**src/rtl/decoder_pkg.sv**
```systemverilog
// decoder_pkg: shared state and mode encodings for the decoder family.
package decoder_pkg;
  typedef enum logic [1:0] {
    ST_IDLE   = 2'd0,
    ST_DECODE = 2'd1,
    ST_SCAN   = 2'd2
  } state_t;
  localparam logic MODE_DECODE = 1'b0;
  localparam logic MODE_SCAN   = 1'b1;
endpackage

```
**src/rtl/onehot_decode.sv**
```systemverilog
// onehot_decode: combinational SEL_W-to-2^SEL_W one-hot decoder.
module onehot_decode #(
  parameter int SEL_W = 3
) (
  input  logic [SEL_W-1:0]      idx,
  output logic [2**SEL_W-1:0]   onehot
);
  localparam int OUT_W = 2**SEL_W;
  assign onehot = OUT_W'(1) << idx;
endmodule

```
**src/rtl/decoder_scan_nbit.sv**
```systemverilog
// decoder_scan_nbit: registered one-hot decoder with direct and dwell-timed scan modes.
module decoder_scan_nbit
  import decoder_pkg::*;
#(
  parameter int SEL_W      = 3,
  parameter int DWELL_W    = 8,
  parameter bit ACTIVE_LOW = 1'b0
) (
  input  logic                 clk,
  input  logic                 rst_n,
  input  logic                 En,
  input  logic                 Mode,
  input  logic [SEL_W-1:0]     A,
  input  logic [DWELL_W-1:0]   Dwell,
  output logic [2**SEL_W-1:0]  Y,
  output logic [SEL_W-1:0]     Idx,
  output logic                 Wrap
);
  localparam int OUT_W = 2**SEL_W;
  state_t state, nxt_state;
  logic [DWELL_W-1:0] cnt, nxt_cnt;
  logic [SEL_W-1:0] nxt_idx;
  logic [OUT_W-1:0] oh;
  logic adv, nxt_wrap;
  onehot_decode #(.SEL_W(SEL_W)) u_dec (.idx(nxt_idx), .onehot(oh));
  // Next state depends only on En/Mode; the origin state only picks where a scan starts.
  always_comb begin
    nxt_state = !En ? ST_IDLE : Mode == MODE_DECODE ? ST_DECODE : ST_SCAN;
    adv       = state == ST_SCAN && nxt_state == ST_SCAN && cnt >= Dwell;
    nxt_idx   = nxt_state == ST_DECODE ? A
              : (nxt_state == ST_SCAN && state == ST_DECODE) ? '0
              : adv ? Idx + SEL_W'(1) : Idx;
    nxt_cnt   = (state == ST_SCAN && nxt_state == ST_SCAN && !adv) ? cnt + DWELL_W'(1) : '0;
    nxt_wrap  = adv && Idx == '1;
  end
  always_ff @(posedge clk or negedge rst_n) begin
    if (!rst_n) begin
      state <= ST_IDLE;
      cnt   <= '0;
      Idx   <= '0;
      Wrap  <= 1'b0;
      Y     <= {OUT_W{ACTIVE_LOW}};
    end else begin
      state <= nxt_state;
      cnt   <= nxt_cnt;
      Idx   <= nxt_idx;
      Wrap  <= nxt_wrap;
      Y     <= (nxt_state == ST_IDLE ? '0 : oh) ^ {OUT_W{ACTIVE_LOW}};
    end
  end
endmodule

```
**config.mk**
```make
export PLATFORM = sky130hd
export DESIGN_NAME = decoder_scan_nbit
export DESIGN_NICKNAME = d
export VERILOG_FILES = /design/src/rtl/decoder_pkg.sv /design/src/rtl/onehot_decode.sv /design/src/rtl/decoder_scan_nbit.sv
export SDC_FILE = /design/constraint.sdc
export NUM_CORES = 1
export LEC_CHECK = 0
export BUFFER_PORTS_ARGS = -buffer_cell sky130_fd_sc_hd__buf_2
export CORE_UTILIZATION = 55
export CTS_BUF_LIST = sky130_fd_sc_hd__clkbuf_8
export DETAILED_ROUTE_END_ITERATION = 12
export GPL_TIMING_DRIVEN = 0
export PLACE_DENSITY_LB_ADDON = 0.12
export SETUP_SLACK_MARGIN = 0.15
export SYNTH_ARGS = -nofsm -noshare
export SYNTH_HDL_FRONTEND = slang
export SYNTH_SLANG_ARGS = --single-unit
```
**constraint.sdc**
```tcl
create_clock -name clk -period 5.85 [get_ports clk]
set_input_delay 0.585 -clock clk [delete_from_list [all_inputs] [get_ports clk]]
set_output_delay 0.585 -clock clk [all_outputs]
set_load 0.02 [all_outputs]
```
==> Yosys cells after proc, flatten, opt, wreduce, memory -nomap -nowiden <==
Cells that the tools add are included.
{ "totals": {"n_memories": 0, "mem_bits_rw": 0, "mem_bits_ro": 0, "reg_bits": 22, "latch_bits": 0, "out_inout_bits": 12} }
{ "op_classes": {"div": 0, "n_mul": 0, "n_bitwise": 0, "reduce_logical": 7, "n_eq_ne": 5, "shift": 1, "mux": 7, "add_sub_neg": 2, "n_lt_le_gt_ge": 1} }
{ "op_table": {"columns": ["op", "n"], "rows": [
  ["8-bit two-way mux", 2],
  ["3-bit two-way mux", 3],
  ["8-bit by 1-bit adder with 8-bit output, second input constant", 1],
  ["8-bit greater-or-equal comparator", 1],
  ["1-bit by 3-bit left shift with 8-bit output, first input constant", 1],
  ["1-bit logical AND", 5],
  ["2-bit by 1-bit == test with 1-bit output, second input constant", 2],
  ["2-bit == test, second input constant", 2],
  ["2-bit two-way mux", 2],
  ["3-bit by 1-bit adder with 3-bit output, second input constant", 1],
  ["3-bit == test, second input constant", 1],
  ["2-bit logical NOT", 1],
  ["1-bit logical NOT", 1]
]} }

==> Logic depth before layout (Yosys ltp) <==
Gate-level depths: netlist of run 1.
{ "logic_depth": {"word_depth": 10, "ltp_mapped": 9} }

==> Cells and area by module <==
From an unflattened synthesis of run 1, not the netlist that was laid out.
{ "unflattened": {"hier_cells": 112, "area_unflattened_um2": 1204.9} }
{ "modules_own_cells": {"columns": ["mod", "area_per_inst_um2", "n_inst", "cells_each", "seq_area_each_um2"], "rows": [
  ["decoder_scan_nbit", 1139.8, 1, 104, 550.5],
  ["onehot_decode", 65.1, 1, 8, 0.0]
]} }

==> Least setup slack after synthesis of run 1 <==
Ideal clock, no wire load.
{ "synth_timing": {"kind": "in2reg", "from": "input port Dwell[0]", "to": "register Y[1]", "slack_ns": 3.502, "stages": 8, "arrival_time_ns": 2.262, "cell_sequence": "ha_1 -> nand2b_4 -> a2111oi_4 -> o21bai_4 -> and3_4 -> a311oi_4 -> inv_2 -> nor3_1"} }
{ "synth_between": {"elab_chain_len": 7} }
{ "synth_rtl": {"columns": ["item", "line_no", "text"], "rows": [
  ["start: declaration", "decoder_scan_nbit.sv:14", "input logic [DWELL_W-1:0] Dwell,"],
  ["8-bit greater-or-equal comparator", "decoder_scan_nbit.sv:29", "adv = state == ST_SCAN && nxt_state == ST_SCAN && cnt >= Dwell;"],
  ["1-bit logical AND", "decoder_scan_nbit.sv:29", null],
  ["3-bit two-way mux", "decoder_scan_nbit.sv:32", ": adv ? Idx + SEL_W'(1) : Idx;"],
  ["3-bit two-way mux", "decoder_scan_nbit.sv:31", ": (nxt_state == ST_SCAN && state == ST_DECODE) ? '0"],
  ["3-bit two-way mux", "decoder_scan_nbit.sv:30", "nxt_idx = nxt_state == ST_DECODE ? A"],
  ["named net nxt_idx[1]", "decoder_scan_nbit.sv:22", "logic [SEL_W-1:0] nxt_idx;"],
  ["1-bit by 3-bit left shift with 8-bit output", "onehot_decode.sv:9", "assign onehot = OUT_W'(1) << idx;"],
  ["8-bit two-way mux", "decoder_scan_nbit.sv:48", "Y <= (nxt_state == ST_IDLE ? '0 : oh) ^ {OUT_W{ACTIVE_LOW}};"],
  ["end signal: assignment", "decoder_scan_nbit.sv:42", "Y <= {OUT_W{ACTIVE_LOW}};"],
  ["end signal: assignment", "decoder_scan_nbit.sv:48", null],
  ["end: declaration", "decoder_scan_nbit.sv:15", "output logic [2**SEL_W-1:0] Y,"]
]} }
The timed path passes the listed nets, and every way through them passes these cells.

==> Worst setup path after layout of run 1 <==
{ "layout_timing": {"from": "register cnt[0]", "to": "register Y[7]"} }
{ "layout_between": {"elab_chain_len": 7} }
{ "layout_rtl": {"columns": ["item", "line_no", "text"], "rows": [
  ["start: declaration", "decoder_scan_nbit.sv:21", "logic [DWELL_W-1:0] cnt, nxt_cnt;"],
  ["start signal: assignment", "decoder_scan_nbit.sv:45", "cnt <= nxt_cnt;"],
  ["8-bit greater-or-equal comparator", "decoder_scan_nbit.sv:29", null],
  ["1-bit logical AND", "decoder_scan_nbit.sv:29", null],
  ["3-bit two-way mux", "decoder_scan_nbit.sv:32", null],
  ["3-bit two-way mux", "decoder_scan_nbit.sv:31", null],
  ["3-bit two-way mux", "decoder_scan_nbit.sv:30", null],
  ["1-bit by 3-bit left shift with 8-bit output", "onehot_decode.sv:9", null],
  ["8-bit two-way mux", "decoder_scan_nbit.sv:48", null]
]} }
No other way between the ends.

==> impl_metrics.toml, run 1 <==
[synth]
synth_fa_ha_area_share_pct = 11.5
ys_async_sr_fraction_pct = 100
synthSimpleGateAreaFrac_pct = 19.6
synth_cells = 109
ys_seq_area_share_pct = 46.1
muxShareOfSynthArea_pct = 0
synth_compound_area_share_pct = 14.3
yosys_warnings = 0
ys.flop_type = "dfrtp_1"
synth_xor_area_share_pct = 4.40
syn_area_um2 = 1190
synth-seq-cells = 22
mappedNetlistNets = 135
avgSynthCellArea_um2 = 11.0
yosysUniqueCellTypes = 31
synth_top_family_by_area = "simple AND/OR/NAND/NOR gates"
synth_edf_count = 0

[cells_and_area]
multi_input_area_um2 = 596
antenna_cells_inserted = 0
fin_area_um2 = 1430
nets = 166
layout_commonest_cell = "buf_2"
area_growth_pct = 19.7
drive_above_1_share_pct = 28.1
instances_no_fill = 166
ff_latch_area_um2 = 551
final_cell_mix = "buf_2, dfrtp_1, ha_1, inv_1, nor3_1"
n_fill_cell = 162

[grt]
first_global_vias = 825
grt-ovfl-total = 0
grt_max_degree = 23
grt_first_pass_wirelength_um = 3470
grt.total_usage_pct = 19.0
antenna_found_initial = 0

[critical_path]
crit_path_end_kind = "register"
critPathLaunchType = "register"
cpPeakStageDelay_ns = 0.45
worstPathArrival_ns = 2.52
critPathKind = "register to register"
crit_chain = "inv_1, ha_1, nand2b_4, a2111oi_4, o21bai_4, and3_1, a211oi_1, nor3_1"
required_ns = 5.98
path_buf_inv = 1
regToRegSetupSlack_ns = 3.46
cpLargestDelayFamily = "compound AO/OA/AOI/OAI gates"
cp_max_fo = 6
cpMaxStageDelayCell = "a211oi_1"

[status]
status = "finished, final reports clean"

[sta]
hold_violations = 0
final_max_slew_viol_count = 0
fin_crit_sh_pct = 40.9
worstMarginPinSlew_ns = 0.491
slew_headroom_pct = 67.1
setup_viol = 0
period_minus_slack_ns = 2.39
max_freq_mhz = 418
holdWs_ns = 0.273
grt_setup_unrepaired = "false"
final.setup.tns_ns = 0
clock_skew_ns = 0.00360

[clocking]
clk_pin_slew_ns = 0.08
cts_setup_buffers = 0
cts_max_level = 1
root_buffer = "clkbuf_8"
ctsResizeCount = 0
hold_buffers = 0
cts_tree = "done"
clock_path_buffers = 2
clk_latency_ns = 0.26
clock_sinks = 22
cts_buffers = 3

[placement]
dp.cells = 162
gp_congestion = 0.763
placed_cell_area_um2 = 1360
portBuffers = 26
dpl.hpwl_um = 1540

[route]
drc = 0
wirelength_um = 1970
drt-pass1-iter-count = 4
ant_nets = 0
drt-initial-drc-count = 6
vias = 867
wire_per_inst_um = 11.9
vias_per_cell = 5.22

[floorplanning]
row_count = 16
start_util_pct = 59.7
core-area_um2 = 2000
die_h_um = 48.6
die_w_um = 48.6
io_pins = 27
fp.dieArea_um2 = 2360

[power]
intPower_uw = 269
pwr-share-seq_pct = 46.3
peakVddDrop_mv = 0.182
sw_frac_of_total_pct = 23.4
p_clk_share_pct = 39.7
power.switching_uw = 82.2
p_leak_nw = 0.774
p_comb_share_pct = 14.0
p_per_area_nw_per_um2 = 246

[job]
maxCapViolations = 0

[min_path]
hp-class = "primary input to asynchronous set/reset pin"
-- per-stage QoR --
step / setup WS, ns / total power [mW] / utilization, %
3_3_place_gp: 3.25 / 0.214 / 67.9
3_5_place_dp: 3.22 / 0.216 / 67.9
4_1_cts: 3.42 / 0.356 / 71.4
5_1_grt: 3.30 / 0.368 / 71.4
2_1_floorplan: 3.50 / 0.197 / -
6_report: 3.46 / 0.352 / 71.4
-- area by class of cell --
cell class	count	share of cell area, %
Buffer	1	0.262
Clock buffer	3	2.89
Clock inverter	1	2.10
Inverter	12	3.15
Multi-Input combinational cell	74	41.6
Sequential cell	22	38.5
Tap cell	27	2.36
Timing Repair Buffer	26	9.10
-- power by group through the flow --
stage          sequential, mW  combinational, mW  clock [mW]
6_report                0.163             0.0491       0.140
5_1_grt                 0.164             0.0550       0.149
4_1_cts                 0.163             0.0498       0.143
3_5_place_dp            0.166             0.0496           0
3_3_place_gp            0.166             0.0482           0
2_1_floorplan           0.173             0.0242           0
-- cells by family after synthesis --
family,Yosys count
AOI/OAI and AO/OA,15
xor gates and xnor gates,6
DFF,22
adders and majority gates,11
buffers and inverters,13
and+or+nand+nor,42
-- Yosys cell counts (2+ instances only) --
| cell | instances | area (um^2) |
|---|---|---|
| nand3_1 | 6 | 30.0 |
| nor3_1 | 8 | 40.0 |
| nor2_1 | 7 | 26.3 |
| o21ai_1 | 2 | 10.0 |
| a21oi_1 | 3 | 15.0 |
| dfrtp_1 | 22 | 551 |
| and3_1 | 5 | 31.3 |
| xor2_1 | 5 | 43.8 |
| inv_2 | 2 | 7.51 |
| and2_1 | 3 | 18.8 |
| inv_1 | 10 | 37.5 |
| nand2_1 | 6 | 22.5 |
| nor2b_1 | 2 | 12.5 |
| ha_1 | 11 | 138 |
-- state kept, by name (all words and copies together), names as in the netlist --
name / count
cnt: 8
Idx: 3
Wrap: 1
Y: 8
state: 2
-- worst reg2reg max path, delay by kind of cell, from the launching register on --
| kind | cells | cell delay [ns] |
|---|---|---|
| buffers and inverters | 1 | 0.06 |
| adder cells (fa/ha/maj) | 1 | 0.27 |
| flip-flops | 1 | 0.44 |
| AND/OR/NAND/NOR | 3 | 0.48 |
| AO/OA/AOI/OAI | 3 | 1.00 |
-- metal layers --
metal	GRT usage [%]	part of all wire [%]	wire length [um]
met5	0	0	0
met4	7.35	1.3	25
met3	2.83	3.5	70
met2	34.0	49	974
met1	22.9	46	902
-- final timing paths --
kind	from	endpoint	cells past startpoint
max	cnt[0]$_DFF_PN0_	Y[7]$_DFF_PN0_	8
min	rst_n	Y[1]$_DFF_PN0_	1
max reg2reg	cnt[0]$_DFF_PN0_	Y[7]$_DFF_PN0_	8
min reg2reg	cnt[7]$_DFF_PN0_	cnt[7]$_DFF_PN0_	2
max in group asynchronous	rst_n	cnt[0]$_DFF_PN0_	1
min in group clk	cnt[7]$_DFF_PN0_	cnt[7]$_DFF_PN0_	2
No activity file was read; power rests on OpenSTA's default activity.
==> run 2, diff against run 1 <==
==> constraint.sdc (replaced) <==
create_clock -name clk -period 2.2 [get_ports clk]
set_input_delay 0.22 -clock clk [delete_from_list [all_inputs] [get_ports clk]]
set_output_delay 0.22 -clock clk [all_outputs]
set_load 0.02 [all_outputs]
==> impl_metrics.toml, run 2 (synthesis results as in run 1) <==
[cells_and_area]
final_cell_mix = "buf_2, dfrtp_1, buf_4, inv_1, nor2_1"
reg_top3 = "Y x8, cnt x8, Idx x3"
nets = 183
area_growth_pct = 43.6
antenna_cells_inserted = 0
layout_commonest_cell = "buf_2"
drive_above_1_share_pct = 48.1

[route]
drt-pass1-iter-count = 4
drt-initial-drc-count = 11
wire_per_inst_um = 16.2
ant_nets = 0
vias = 962
vias_per_cell = 5.26
wirelength_um = 2970
drc = 0

[critical_path]
cpPeakStageDelay_ns = 0.42
critPathLaunchType = "register"
critPathKind = "register to register"
crit_chain = "ha_4, o21ai_2, a211o_1, o21bai_4, buf_6, nand2_8, a221oi_4, inv_2, nor3_2"
required_ns = 2.38
path_buf_inv = 2
cp_max_fo = 5
worstPathArrival_ns = 2.42
cpLargestDelayFamily = "compound AO/OA/AOI/OAI gates"
crit_path_end_kind = "register"
cpMaxStageDelayCell = "dfrtp_1"

[grt]
grt.total_usage_pct = 22.5
first_global_vias = 902
grt-ovfl-total = 0
use_met1_pct = 27.7
grt_first_pass_wirelength_um = 4090
grt_max_degree = 23
antenna_found_initial = 0
use_met3_pct = 0.943
grt_use_met2_pct = 42.6
busiest_layer = "met2"

[status]
status = "complete, but fails checks"
violations = "negative setup slack"

[sta]
setup_ws_ns = -0.0377
fin_crit_sh_pct = 102
setup_viol = 4
worstMarginPinSlew_ns = 0.551
slew_headroom_pct = 63.2
final_max_slew_viol_count = 0
period_minus_slack_ns = 2.24
hold_violations = 0
final.setup.tns_ns = -0.0846
holdWs_ns = 0.220
max_freq_mhz = 447
clock_skew_ns = 0.00855
grt_setup_unrepaired = "true"

[floorplanning]
die_h_um = 48.6
row_count = 16
core-area_um2 = 2000
fp.dieArea_um2 = 2360
start_util_pct = 59.7
io_pins = 27
die_w_um = 48.6

[placement]
gp_congestion = 0.765
dpl.hpwl_um = 1590
portBuffers = 26

[power]
p_leak_nw = 0.862
peakVddDrop_mv = 0.661
p_clk_share_pct = 38.0
pwr-share-seq_pct = 43.3
p_per_area_nw_per_um2 = 586
power.switching_uw = 259
sw_frac_of_total_pct = 25.8
intPower_uw = 746
p_comb_share_pct = 18.8

[clocking]
cts_tree = "done"
clock_path_buffers = 2
root_buffer = "clkbuf_8"
clk_latency_ns = 0.26
clock_sinks = 22
cts_buffers = 3
cts_max_level = 1
clk_pin_slew_ns = 0.09

[job]
maxCapViolations = 0

[min_path]
hp-class = "primary input to register"
run 2: changes by cell type in the layout (fill, tap and decap cells not counted), moves of 3 or more:
| cell | delta |
|---|---|
| nor3_2 | +5 |
| buf_4 | +13 |
| ha_1 | -5 |
| buf_6 | +3 |
| ha_4 | +5 |
| nor3_1 | -6 |
run 2: worst paths after layout:
check	start	to	slack, ns	depth (start not counted)
min in group asynchronous	rst_n	Y[6]$_DFF_PN0_	0.45	2
hold / removal	A[2]	Idx[2]$_DFF_PN0_	0.22	3
setup / recovery	cnt[2]$_DFF_PN0_	Y[6]$_DFF_PN0_	-0.04	9
max in group asynchronous	rst_n	cnt[0]$_DFF_PN0_	1.39	2
hold reg to reg	Idx[2]$_DFF_PN0_	Idx[2]$_DFF_PN0_	0.60	2
setup reg to reg	cnt[2]$_DFF_PN0_	Y[6]$_DFF_PN0_	-0.04	9
run 2: final cells by class:
type	count	area (um^2)
buffer	1	3.75
clock buffer	3	41.3
multi-input combinational	74	738
fill	110	287
timing repair buffer	43	272
sequential	22	552
clock inverter	1	30.0
tap	27	33.8
inverter	12	45.0
run 2: repair_timing:
item                                   in CTS  in global routing
endpoints found under the hold margin      22                  0
gates resized for setup                    11                 16
setup endpoints to repair                  10                 10
hold buffers                                1                  0
buffers inserted                            8                  8
pin swaps                                   6                 11
run 2: power groups by stage:
stage | Sequential [mW] | Combinational [mW] | Clock, mW
global placement | 0.440 | 0.129 | 0
detailed placement | 0.441 | 0.132 | 0
global route | 0.437 | 0.203 | 0.394
finish | 0.435 | 0.188 | 0.382
floorplan | 0.459 | 0.0642 | 0
CTS | 0.434 | 0.155 | 0.373
run 2: worst register-to-register path, delay by kind of cell, from the launching register on:
family,cells,cell delay [ns]
AOI/OAI and AO/OA,4,0.90
DFF,1,0.42
adders and majority gates,1,0.28
and+or+nand+nor,2,0.28
buffers and inverters,2,0.27
run 2: through the flow:
step	worst slack, ns	power, mW	instance area, um^2	std cells	util [%]
floorplan	0.0837	0.523	1190	109	-
global route	-0.160	1.03	1720	183	85.7
global placement	-0.143	0.569	1360	162	67.9
CTS	-0.0260	0.962	1550	175	77.4
finish	-0.0377	1.01	1720	183	85.7
detailed placement	-0.185	0.573	1360	162	67.9
run 2: per-layer routing:
layer	part of all wire [%]	up-vias
met5	0	-
met1	42	465
met2	54	22
met4	1.2	0
li1	-	470
met3	2.9	5
